<file path="src/rtl/branch_predictor_if.sv">
// Fetch-lookup and resolve-update signal bundle for the branch predictor.
interface branch_predictor_if;
   logic [31:0] if_pc;
   logic        pred_taken;
   logic [31:0] pred_target;
   logic        upd_valid;
   logic [31:0] upd_pc;
   logic [1:0]  upd_br_type;
   logic        upd_taken;
   logic [31:0] upd_target;
   logic        upd_pred_taken;
   logic [31:0] upd_pred_target;
   logic        mispredict;
   logic [31:0] br_cnt;
   logic [31:0] miss_cnt;

   modport master (
      output if_pc, upd_valid, upd_pc, upd_br_type, upd_taken, upd_target,
             upd_pred_taken, upd_pred_target,
      input  pred_taken, pred_target, mispredict, br_cnt, miss_cnt
   );

   modport slave (
      input  if_pc, upd_valid, upd_pc, upd_br_type, upd_taken, upd_target,
             upd_pred_taken, upd_pred_target,
      output pred_taken, pred_target, mispredict, br_cnt, miss_cnt
   );
endinterface

</file>
<file path="src/rtl/branch_predictor.sv">
// Direct-mapped BTB with 2-bit saturating counters; zero-latency lookup,
// single-write-per-cycle resolve update, and branch/miss statistics.
module branch_predictor #(
   parameter int unsigned IDX_BITS = 4
) (
   input  logic               clk,
   input  logic               rst,
   branch_predictor_if.slave  bp
);
   localparam int unsigned ENTRIES = 1 << IDX_BITS;
   localparam int unsigned TAG_W   = 32 - IDX_BITS - 2;

   logic             r_valid  [ENTRIES];
   logic [TAG_W-1:0] r_tag    [ENTRIES];
   logic [31:0]      r_target [ENTRIES];
   logic [1:0]       r_ctr    [ENTRIES];
   logic [31:0]      r_br_cnt;
   logic [31:0]      r_miss_cnt;

   logic [IDX_BITS-1:0] w_lk_idx;
   logic [TAG_W-1:0]    w_lk_tag;
   logic                w_lk_hit;
   logic [IDX_BITS-1:0] w_up_idx;
   logic [TAG_W-1:0]    w_up_tag;
   logic                w_up_hit;
   logic                w_cond;
   logic                w_mispredict;

   // Lookup reads the registered table, so same-index updates show next cycle.
   assign w_lk_idx = bp.if_pc[IDX_BITS+1:2];
   assign w_lk_tag = bp.if_pc[31:IDX_BITS+2];
   assign w_lk_hit = r_valid[w_lk_idx] && (r_tag[w_lk_idx] == w_lk_tag);

   assign bp.pred_taken  = w_lk_hit && r_ctr[w_lk_idx][1];
   assign bp.pred_target = bp.pred_taken ? r_target[w_lk_idx] : (bp.if_pc + 32'd4);

   assign w_up_idx = bp.upd_pc[IDX_BITS+1:2];
   assign w_up_tag = bp.upd_pc[31:IDX_BITS+2];
   assign w_up_hit = r_valid[w_up_idx] && (r_tag[w_up_idx] == w_up_tag);
   assign w_cond   = bp.upd_valid && ((bp.upd_br_type == 2'b01) || (bp.upd_br_type == 2'b10));

   assign w_mispredict = w_cond && ((bp.upd_pred_taken != bp.upd_taken) ||
                         (bp.upd_taken && (bp.upd_pred_target != bp.upd_target)));
   assign bp.mispredict = w_mispredict;
   assign bp.br_cnt     = r_br_cnt;
   assign bp.miss_cnt   = r_miss_cnt;

   // Table update: train on hit, allocate only on taken miss.
   always_ff @(posedge clk) begin
      if (rst) begin
         for (int i = 0; i < int'(ENTRIES); i++) begin
            r_valid[i] <= 1'b0;
            r_ctr[i]   <= 2'b01;
         end
         r_br_cnt   <= 32'd0;
         r_miss_cnt <= 32'd0;
      end else begin
         if (w_cond) begin
            if (w_up_hit) begin
               if (bp.upd_taken) begin
                  if (r_ctr[w_up_idx] != 2'b11) r_ctr[w_up_idx] <= r_ctr[w_up_idx] + 2'd1;
                  r_target[w_up_idx] <= bp.upd_target;
               end else if (r_ctr[w_up_idx] != 2'b00) begin
                  r_ctr[w_up_idx] <= r_ctr[w_up_idx] - 2'd1;
               end
            end else if (bp.upd_taken) begin
               r_valid[w_up_idx]  <= 1'b1;
               r_tag[w_up_idx]    <= w_up_tag;
               r_target[w_up_idx] <= bp.upd_target;
               r_ctr[w_up_idx]    <= 2'b10;
            end
            if (r_br_cnt != 32'hFFFF_FFFF) r_br_cnt <= r_br_cnt + 32'd1;
         end
         if (w_mispredict && (r_miss_cnt != 32'hFFFF_FFFF)) r_miss_cnt <= r_miss_cnt + 32'd1;
      end
   end
endmodule

</file>
<file path="src/flat_wrapper.sv">
// flat-port wrapper written by rule: the top's interface ports become plain ports
module branch_predictor_flat 
#(
   parameter int unsigned IDX_BITS = 4
)
  (clk, rst, bp_if_pc, bp_upd_valid, bp_upd_pc, bp_upd_br_type, bp_upd_taken, bp_upd_target, bp_upd_pred_taken, bp_upd_pred_target, bp_pred_taken, bp_pred_target, bp_mispredict, bp_br_cnt, bp_miss_cnt);
  branch_predictor_if bp_i ();
  input  logic clk;
  input  logic rst;
  input wire logic [$bits(bp_i.if_pc)-1:0] bp_if_pc;
  input wire logic [$bits(bp_i.upd_valid)-1:0] bp_upd_valid;
  input wire logic [$bits(bp_i.upd_pc)-1:0] bp_upd_pc;
  input wire logic [$bits(bp_i.upd_br_type)-1:0] bp_upd_br_type;
  input wire logic [$bits(bp_i.upd_taken)-1:0] bp_upd_taken;
  input wire logic [$bits(bp_i.upd_target)-1:0] bp_upd_target;
  input wire logic [$bits(bp_i.upd_pred_taken)-1:0] bp_upd_pred_taken;
  input wire logic [$bits(bp_i.upd_pred_target)-1:0] bp_upd_pred_target;
  output wire logic [$bits(bp_i.pred_taken)-1:0] bp_pred_taken;
  output wire logic [$bits(bp_i.pred_target)-1:0] bp_pred_target;
  output wire logic [$bits(bp_i.mispredict)-1:0] bp_mispredict;
  output wire logic [$bits(bp_i.br_cnt)-1:0] bp_br_cnt;
  output wire logic [$bits(bp_i.miss_cnt)-1:0] bp_miss_cnt;
  assign bp_i.if_pc = bp_if_pc;
  assign bp_i.upd_valid = bp_upd_valid;
  assign bp_i.upd_pc = bp_upd_pc;
  assign bp_i.upd_br_type = bp_upd_br_type;
  assign bp_i.upd_taken = bp_upd_taken;
  assign bp_i.upd_target = bp_upd_target;
  assign bp_i.upd_pred_taken = bp_upd_pred_taken;
  assign bp_i.upd_pred_target = bp_upd_pred_target;
  assign bp_pred_taken = bp_i.pred_taken;
  assign bp_pred_target = bp_i.pred_target;
  assign bp_mispredict = bp_i.mispredict;
  assign bp_br_cnt = bp_i.br_cnt;
  assign bp_miss_cnt = bp_i.miss_cnt;
  branch_predictor #(.IDX_BITS(IDX_BITS)) u_core (.clk(clk), .rst(rst), .bp(bp_i));
endmodule
</file>
<file path="config.mk">
export PLATFORM = sky130hd
export DESIGN_NAME = branch_predictor_flat
export DESIGN_NICKNAME = d
export VERILOG_FILES = /design/src/rtl/branch_predictor_if.sv /design/src/rtl/branch_predictor.sv /design/src/flat_wrapper.sv
export SDC_FILE = /design/constraint.sdc
export NUM_CORES = 1
export LEC_CHECK = 0
export ABC_AREA = 1
export CORE_ASPECT_RATIO = 1.5
export CORE_MARGIN = 10
export CORE_UTILIZATION = 40
export DETAILED_ROUTE_END_ITERATION = 7
export SLEW_MARGIN = 20
export SYNTH_ARGS = -nofsm -noshare
export SYNTH_HDL_FRONTEND = slang
export SYNTH_SLANG_ARGS = --single-unit
</file>
<file path="constraint.sdc">
create_clock -name clk -period 8.55 [get_ports clk]
set_clock_uncertainty 0.15 [all_clocks]
set_input_delay 1.2825 -clock clk [delete_from_list [all_inputs] [get_ports clk]]
set_output_delay 1.2825 -clock clk [all_outputs]
set_load 0.005 [all_outputs]
</file>
-- After elaboration in Yosys (flattened, before gate mapping)
Memories as Yosys holds them, arrays and structs flattened.
Cells that the tools add are included.
- bits of input ports: 135
- logic and storage cells: 69
- memories kept: 4
- output and inout port bits: 98
- bits in writable memories: 976
- register bits after elaboration: 64
- memories (name ; words ; width ; read ports ; clocked after memory_dff ; write ports ; RTL line ; text):
    u_core.r_target ; 16 ; 32 ; 1 ; 0 ; 1 ; branch_predictor.sv:15 ; logic [31:0] r_target [ENTRIES];
    u_core.r_tag ; 16 ; 26 ; 2 ; 0 ; 1 ; branch_predictor.sv:14 ; logic [TAG_W-1:0] r_tag [ENTRIES];
    u_core.r_ctr ; 16 ; 2 ; 2 ; 0 ; 16 ; branch_predictor.sv:16 ; logic [1:0] r_ctr [ENTRIES];
    u_core.r_valid ; 16 ; 1 ; 2 ; 0 ; 16 ; branch_predictor.sv:13 ; logic r_valid [ENTRIES];
- $add $sub $neg: 5
- bitwise logic cells: 3
- eq/ne operators: 9
- reductions and logical operators: 13
- muxes and demuxes: 33
- operator list (operator ; number):
    adder 32 x 1 -> 32 bit, second input constant ; 2
    two-way mux 32 bit ; 2
    != test 32 bit, second input constant ; 2
    equality test 26 bit ; 2
    adder 32 x 3 -> 32 bit, second input constant ; 1
    != test 32 bit ; 1
    two-way mux 1 bit ; 26
    two-way mux 4 bit ; 2
    logical AND 1 bit ; 7
    two-way mux 2 bit ; 3
    OR 1 bit ; 3
    adder 2 x 1 -> 2 bit, second input constant ; 1
    equality test 2 x 1 -> 1 bit, second input constant ; 1
    equality test 2 bit, second input constant ; 1
    logical OR 1 bit ; 2
    != test 2 bit, second input constant ; 1
    AND reduction 2 bit ; 1
    nonzero test 2 bit ; 1
    OR reduction 2 bit ; 1
    subtractor 2 x 1 -> 2 bit, second input constant ; 1
    != test 1 bit ; 1
    OR reduction 1 bit ; 1

-- Longest topological paths before layout
Gate-level depths: netlist (run 1).
An unclocked memory read counts as a cell.
- depth after elaboration: 12
- gate-level depth with buffers: 23
- mapped depth without buffers: 19

-- Worst setup path before layout (run 1)
OpenSTA, ideal clock, no wires.
- path kind: input to register
- from: input port bp_upd_pc[4]
- to: memory u_core.r_tag[2][0] (netlist bit), enable pin
- arrival: 4.711 ns
- buffers on the path: 1
- setup time: 0.409 ns
- path slack: 3.280 ns
- data required time: 7.991 ns
- stages: 8
- cell sequence: nor2_1 > clkbuf_1 > inv_1 > nor2_1 > inv_1 > nor2_1 > inv_1 > nor2_1
- longest elaborated chain between the ends: 7
- elaborated cells on any way between the ends: 8
- classes of those cells: eq/ne (1); mux (4); reduce/logical (1); memory (2)
- RTL lines (element ; RTL line ; text):
    start: declaration ; flat_wrapper.sv:12 ; input wire logic [$bits(bp_i.upd_pc)-1:0] bp_upd_pc;
    memory read (16 x 26 bit) ; n/a ;
    equality test 26 bit ; branch_predictor.sv:39 ; assign w_up_hit = r_valid[w_up_idx] && (r_tag[w_up_idx] == w_up_tag);
    logical AND 1 bit ; branch_predictor.sv:39 ;
    two-way mux 1 bit ; branch_predictor.sv:59 ; if (w_up_hit) begin
    two-way mux 1 bit ; branch_predictor.sv:58 ; if (w_cond) begin
    two-way mux 1 bit ; branch_predictor.sv:50 ; if (rst) begin
    two-way mux 1 bit (not written as such) ; branch_predictor.sv:68 ; r_tag[w_up_idx] <= w_up_tag;
    end: declaration ; branch_predictor.sv:14 ;
Parallel ways exist; a longest one is shown, timed or not.

-- Worst setup path after layout (run 1)
- from: input port bp_if_pc[5]
- to: output port bp_pred_target[21]
- longest elaborated chain between the ends: 5
- elaborated cells on any way between the ends: 9
- classes of those cells: add/sub (1); eq/ne (1); mux (1); reduce/logical (2); memory (4)
- RTL lines (element ; RTL line ; text):
    start: declaration ; flat_wrapper.sv:10 ; input wire logic [$bits(bp_i.if_pc)-1:0] bp_if_pc;
    memory read (16 x 26 bit) ; n/a ;
    equality test 26 bit ; branch_predictor.sv:32 ; assign w_lk_hit = r_valid[w_lk_idx] && (r_tag[w_lk_idx] == w_lk_tag);
    logical AND 1 bit ; branch_predictor.sv:32 ;
    logical AND 1 bit ; branch_predictor.sv:34 ; assign bp.pred_taken = w_lk_hit && r_ctr[w_lk_idx][1];
    two-way mux 32 bit * ; branch_predictor.sv:35 ; assign bp.pred_target = bp.pred_taken ? r_target[w_lk_idx] : (bp.if_pc + 32'd4);
    end: declaration ; flat_wrapper.sv:19 ; output wire logic [$bits(bp_i.pred_target)-1:0] bp_pred_target;
Mark *: on every way between the ends. The rest lies on a longest branch, timed or not.

==> flow_summary.json, run 1 <==
{
  "fin_cells": 6915,
  "dr.pass1.iters": 6,
  "initial_core_util": 0.402,
  "grt_usage": 0.227,
  "grt_pass1_wl_mm": 235,
  "worst_ir_drop_vdd_uv": 184,
  "die_area_um2": 137000,
  "ys_seq_area_frac": 0.621,
  "rows": 157,
  "core-area_um2": 122000,
  "wl_per_cell_um": 23.4,
  "setup_tns_ps": 0,
  "timing.fmax_ghz": 0.133,
  "synth-main-ff-cell": "edfxtp_1",
  "portBuffers": 230,
  "synth.avg_cell_area_um2": 9.58,
  "die_width_um": 306,
  "drive_gt1_frac": 0.0565,
  "worst_setup_path_end_kind": "output port",
  "cts_root_buf": "clkbuf_16",
  "cts_hold_buf": 0,
  "nFillCells": 11274,
  "clock_latency_ps": 740,
  "start_kind": "input pin",
  "antenna_found_initial": 13,
  "grt_max_degree": 145,
  "fin_crit_sh": 0.876,
  "viasPerCell": 5.65,
  "cp_max_fo": 32,
  "async_reset_ff_frac": 0,
  "synth_area_um2": 49000,
  "post_cts_buffers": 0,
  "relSlewSlack": 0.312,
  "grt_overflow": 0,
  "drv_cap": 0,
  "min_period_ps": 7490,
  "hold_violations": 0,
  "outcome": "finished, final reports clean",
  "place_congestion": 0.913,
  "die_y_um": 449,
  "layout.nets": 5380,
  "drt_wl_total_mm": 162,
  "synth_edf_count": 960,
  "dpl.cell_count": 6733,
  "rsz0062_at_grt": "no",
  "worstHoldPathType": "register to register",
  "ys_ff_latch": 1040,
  "cts_tree": "done",
  "crit_type": "input pin to output port",
  "place_hpwl_mm": 96.0,
  "slew_violations": 0,
  "htree_levels": 3,
  "num_vias": 39063,
  "drc": 0,
  "cp.required_ps": 7120,
  "clockBufferDepth": 3,
  "yosysWarnings": 0,
  "tightest_slew_ps": 1030,
  "cts.sinks": 1040,
  "p_per_area_nw_per_um2": 192,
  "cts-buffers-inserted": 97,
  "first_iter_violations": 4232,
  "cp.arrival_ps": 6060,
  "ant_nets": 0,
  "ys_types": 47,
  "area_growth_pct": 14.2,
  "leakagePower_uw": 0.0198,
  "ios": 233,
  "clk_pin_slew_worst_paths_ps": 60,
  "finalSetupViolCount": 0,
  "cts_resized": 0,
  "syn_inst": 5116,
  "grt_pass1_vias": 36693,
  "syn_nets": 5254
}
## power by group
group	leakage (uW)	internal (uW)	switching, uW	total, uW
clock network	0.00144	2240	1940	4180
registers	0.00927	5580	9.53	5590
logic	0.00909	288	704	992
total	0.0198	8100	2650	10800
## cell type report
type	instances	area, um^2	area share
Antenna cell	1	2.50	0.0000447
Clock buffer	125	2550	0.0456
Clock inverter	56	454	0.00811
Inverter	339	1300	0.0232
Multi-Input combinational cell	3437	16100	0.288
Sequential cell	1040	30400	0.544
Tap cell	1590	1990	0.0355
Timing Repair Buffer	327	3140	0.0561
## cell usage after synthesis, drive strengths merged, types with 43 or more instances
cell / n / share of area
nor2: 588 / 0.046
xor2: 55 / 0.0098
dfxtp: 80 / 0.033
o22ai: 92 / 0.012
o221ai: 59 / 0.011
nand4: 43 / 0.0058
nand3: 211 / 0.022
inv: 339 / 0.026
o21ai: 705 / 0.072
edfxtp: 960 / 0.59
nand2: 1286 / 0.099
nor3: 69 / 0.0073
a21oi: 213 / 0.022
clkbuf: 146 / 0.011
buf: 154 / 0.019
## cell usage in the layout (no fill, tap or decap), types with 38 or more instances in the layout
master           netlist  layout
clkdlybuf4s50_1        0     225
a21oi_1              211     211
nand4_1               42      42
dfxtp_1               80      80
o21ai_0              659     659
o21ai_1               46      46
o22ai_1               92      92
nor2_1               579     544
xor2_1                55      55
nand2_1             1280    1280
nor2_4                 2      38
buf_4                 25      91
edfxtp_1             960     960
nand3_1              210     210
clkbuf_16              0      97
o221ai_1              59      59
inv_1                331     328
nor3_1                66      66
## worst max-delay path, stage by stage
cell             delay (ps)
clkdlybuf4s50_1         510
nand2_1                 130
clkinv_2                730
o21ai_0                 380
nand4_1                 180
nor2_1                  360
nand4_1                 130
nor2_1                  120
nand3_1                 150
nor2_4                  730
buf_4                   390
nor2_1                   60
nor2_1                  280
clkdlybuf4s50_1         580
## state kept, by name, summed over array words and instances (netlist names)
signal,cells
u_core.r_ctr,32
u_core.r_valid,16
u_core.r_target,512
u_core.bp.miss_cnt,32
u_core.r_tag,416
u_core.bp.br_cnt,32
## logic make-up (layout without fill, tap and decap cells)
kind of cell	Yosys count	in the layout	share of synthesized area
flops	1040	1040	0.621
fa+ha+maj	3	3	0.000766
xor+xnor	64	64	0.0114
other cells	0	1	0
simple gates	2226	2226	0.183
buf+inv	639	847	0.0562
compound gates	1144	1144	0.128
## path summary, 6_finish.rpt
| kind | start | endpoint | slack (ps) | cells after the start |
|---|---|---|---|---|
| setup / recovery | bp_if_pc[5] | bp_pred_target[21] | 1060 | 14 |
| hold / removal | u_core.r_valid[4] | u_core.r_valid[4] | 330 | 2 |
| setup reg to reg | u_core.r_tag[1][3] | u_core.r_tag[1][17] | 4460 | 16 |
| hold reg to reg | u_core.r_valid[4] | u_core.r_valid[4] | 330 | 2 |
## metrics by stage
stage | total power (uW) | hold slack, ps | cell area, um^2 | utilization | worst slack (ps)
floorplan | 6240 | 300 | 49000 | - | 3280
global placement | 6660 | 314 | 53000 | 0.434 | 1240
detailed placement | 6670 | 319 | 53000 | 0.434 | 1220
CTS | 10800 | 330 | 56000 | 0.459 | 1190
global route | 11100 | 347 | 56000 | 0.459 | 882
finish | 10800 | 334 | 56000 | 0.459 | 1060
## layer usage
metal  routed length [um]  part of all wire  track usage  up-vias
li1                     -                 -            -    17936
met1                61700              0.38        0.275    18890
met2                78000              0.48        0.382     1805
met3                13100             0.081       0.0369      420
met4                 8960             0.055        0.124       12
met5                   80           0.00049            0        -
No activity file was read; power rests on OpenSTA's default activity.
==> inputs of run 2 (changes only) <==
Settings changed: RECOVER_POWER set to 100.
==> run 2 against run 1 <==
  * Final cell count did not move
  * Design area shrank 0.25%
  * Hold slack barely moved
  * Non-clock buffer count stayed put
  * The flow now finishes with violations (capacitance limit, slew limit)
  * Global-route usage is the same
  * Clock-buffer cell count is the same
  * Combinational power is 1% lower
  * First-iteration DRC count up 0.73%
  * Clock power about the same
  * Fmax decreased by 5.4%
==> flow_summary.json, run 2 (synthesized netlist as in run 1, its figures left out) <==
{
  "final_cell_mix": "nand2_1, edfxtp_1, o21ai_0",
  "crit_type": "input pin to register",
  "reg2reg_slack_ps": 3950,
  "leakagePower_uw": 0.0199,
  "grt_max_degree": 145,
  "die_area_um2": 137000,
  "cts_root_buf": "clkbuf_16",
  "place_congestion": 0.913,
  "start_kind": "input pin",
  "num_vias": 39068,
  "regMostFlops": "u_core.r_target",
  "ios": 233,
  "die_width_um": 306,
  "area_growth_pct": 13.9,
  "largest_reg_flops": 512,
  "first_iter_violations": 4263,
  "tightest_slew_ps": 3100,
  "initial_core_util": 0.402,
  "timing.fmax_ghz": 0.126,
  "drive_gt1_frac": 0.0505,
  "layout.nets": 5380,
  "worst_ir_drop_vdd_uv": 183,
  "rsz0062_at_grt": "no",
  "worstHoldPathType": "register to register",
  "dr.pass1.iters": 6,
  "fin_crit_sh": 0.926,
  "post_cts_buffers": 0,
  "finish.utilization": 0.458,
  "setup_tns_ps": 0,
  "htree_levels": 3,
  "drt_wl_total_mm": 162,
  "cp_max_fo": 34,
  "grt_usage": 0.227,
  "drc": 0,
  "largestRegisters": "u_core.r_target: 512 flops, u_core.r_tag: 416 flops",
  "wl_per_cell_um": 23.4,
  "grt_overflow": 0,
  "placed_area_um2": 53000,
  "drv_cap": 19,
  "nFillCells": 11297,
  "finalSetupViolCount": 0,
  "ant_nets": 0,
  "p_per_area_nw_per_um2": 192,
  "cts_hold_buf": 0,
  "clk_pin_slew_worst_paths_ps": 60,
  "core-area_um2": 122000,
  "final_area_um2": 55800,
  "relSlewSlack": -1.07,
  "violations": "capacitance limit, slew limit",
  "slew_violations": 578,
  "grt_pass1_vias": 36693,
  "final_common_cell": "nand2_1",
  "viasPerCell": 5.65,
  "outcome": "finished with violations",
  "min_period_ps": 7910,
  "place_hpwl_mm": 96.0,
  "grt_pass1_wl_mm": 235,
  "worst_setup_path_end_kind": "register",
  "hold_violations": 0,
  "cts_resized": 0,
  "cp.arrival_ps": 8100,
  "clockBufferDepth": 3,
  "cp.required_ps": 8740,
  "rows": 157,
  "die_y_um": 449,
  "clock_latency_ps": 730,
  "cts.sinks": 1040,
  "cts-buffers-inserted": 97,
  "antenna_found_initial": 16,
  "portBuffers": 230,
  "cts_tree": "done"
}
## run 2: power breakdown
part	switching [uW]	internal [uW]	total, uW
clock	1940	2240	4180
combinational	703	277	980
sequential	9.38	5580	5590
total	2650	8090	10700
## run 2: through the flow
step	power, uW	setup slack [ps]	hold WS (ps)	instances
floorplan	6240	3280	300	5116
detailed placement	6670	1220	319	6733
global route	11100	486	347	6915
CTS	10800	1190	330	6914
finish	10700	635	334	6915
global placement	6660	1240	314	6733
## run 2: worst paths after layout
| kind | start | to | cells after the start |
|---|---|---|---|
| hold reg to reg | u_core.r_valid[10] | u_core.r_valid[10] | 2 |
| setup / recovery | bp_upd_pc[3] | u_core.r_tag[1][17] | 19 |
| setup reg to reg | u_core.r_tag[1][5] | u_core.r_tag[1][17] | 16 |
| hold / removal | u_core.r_valid[10] | u_core.r_valid[10] | 2 |
## run 2: per-layer routing
layer / share of wire / vias up / GRT usage
li1: - / 17939 / -
met1: 0.38 / 18916 / 0.275
met2: 0.48 / 1774 / 0.382
met3: 0.080 / 427 / 0.0369
met4: 0.056 / 12 / 0.124
met5: 0.00049 / - / 0
## run 2: area by class of cell
cell class | count | area, um^2 | share of cell area
multi-input combinational | 3437 | 16100 | 0.288
tap | 1590 | 1990 | 0.0356
antenna | 1 | 2.50 | 0.0000448
inverter | 339 | 1300 | 0.0232
clock inverter | 56 | 454 | 0.00813
sequential | 1040 | 30400 | 0.545
clock buffer | 125 | 2550 | 0.0457
timing repair buffer | 327 | 3030 | 0.0542
## run 2: critical path, stage by stage
cell,delay (ps)
buf_4,330
clkinv_2,470
nor2_1,2260
buf_4,520
nand2_1,70
nand3_1,90
nand2_1,80
nand2_1,140
nor2_1,70
nand2_1,50
nand2_1,110
nand2_1,90
nor2_1,40
nand2_1,60
nor2_1,40
nand3_1,240
nand4_2,1090
nor2_4,370
buf_4,610
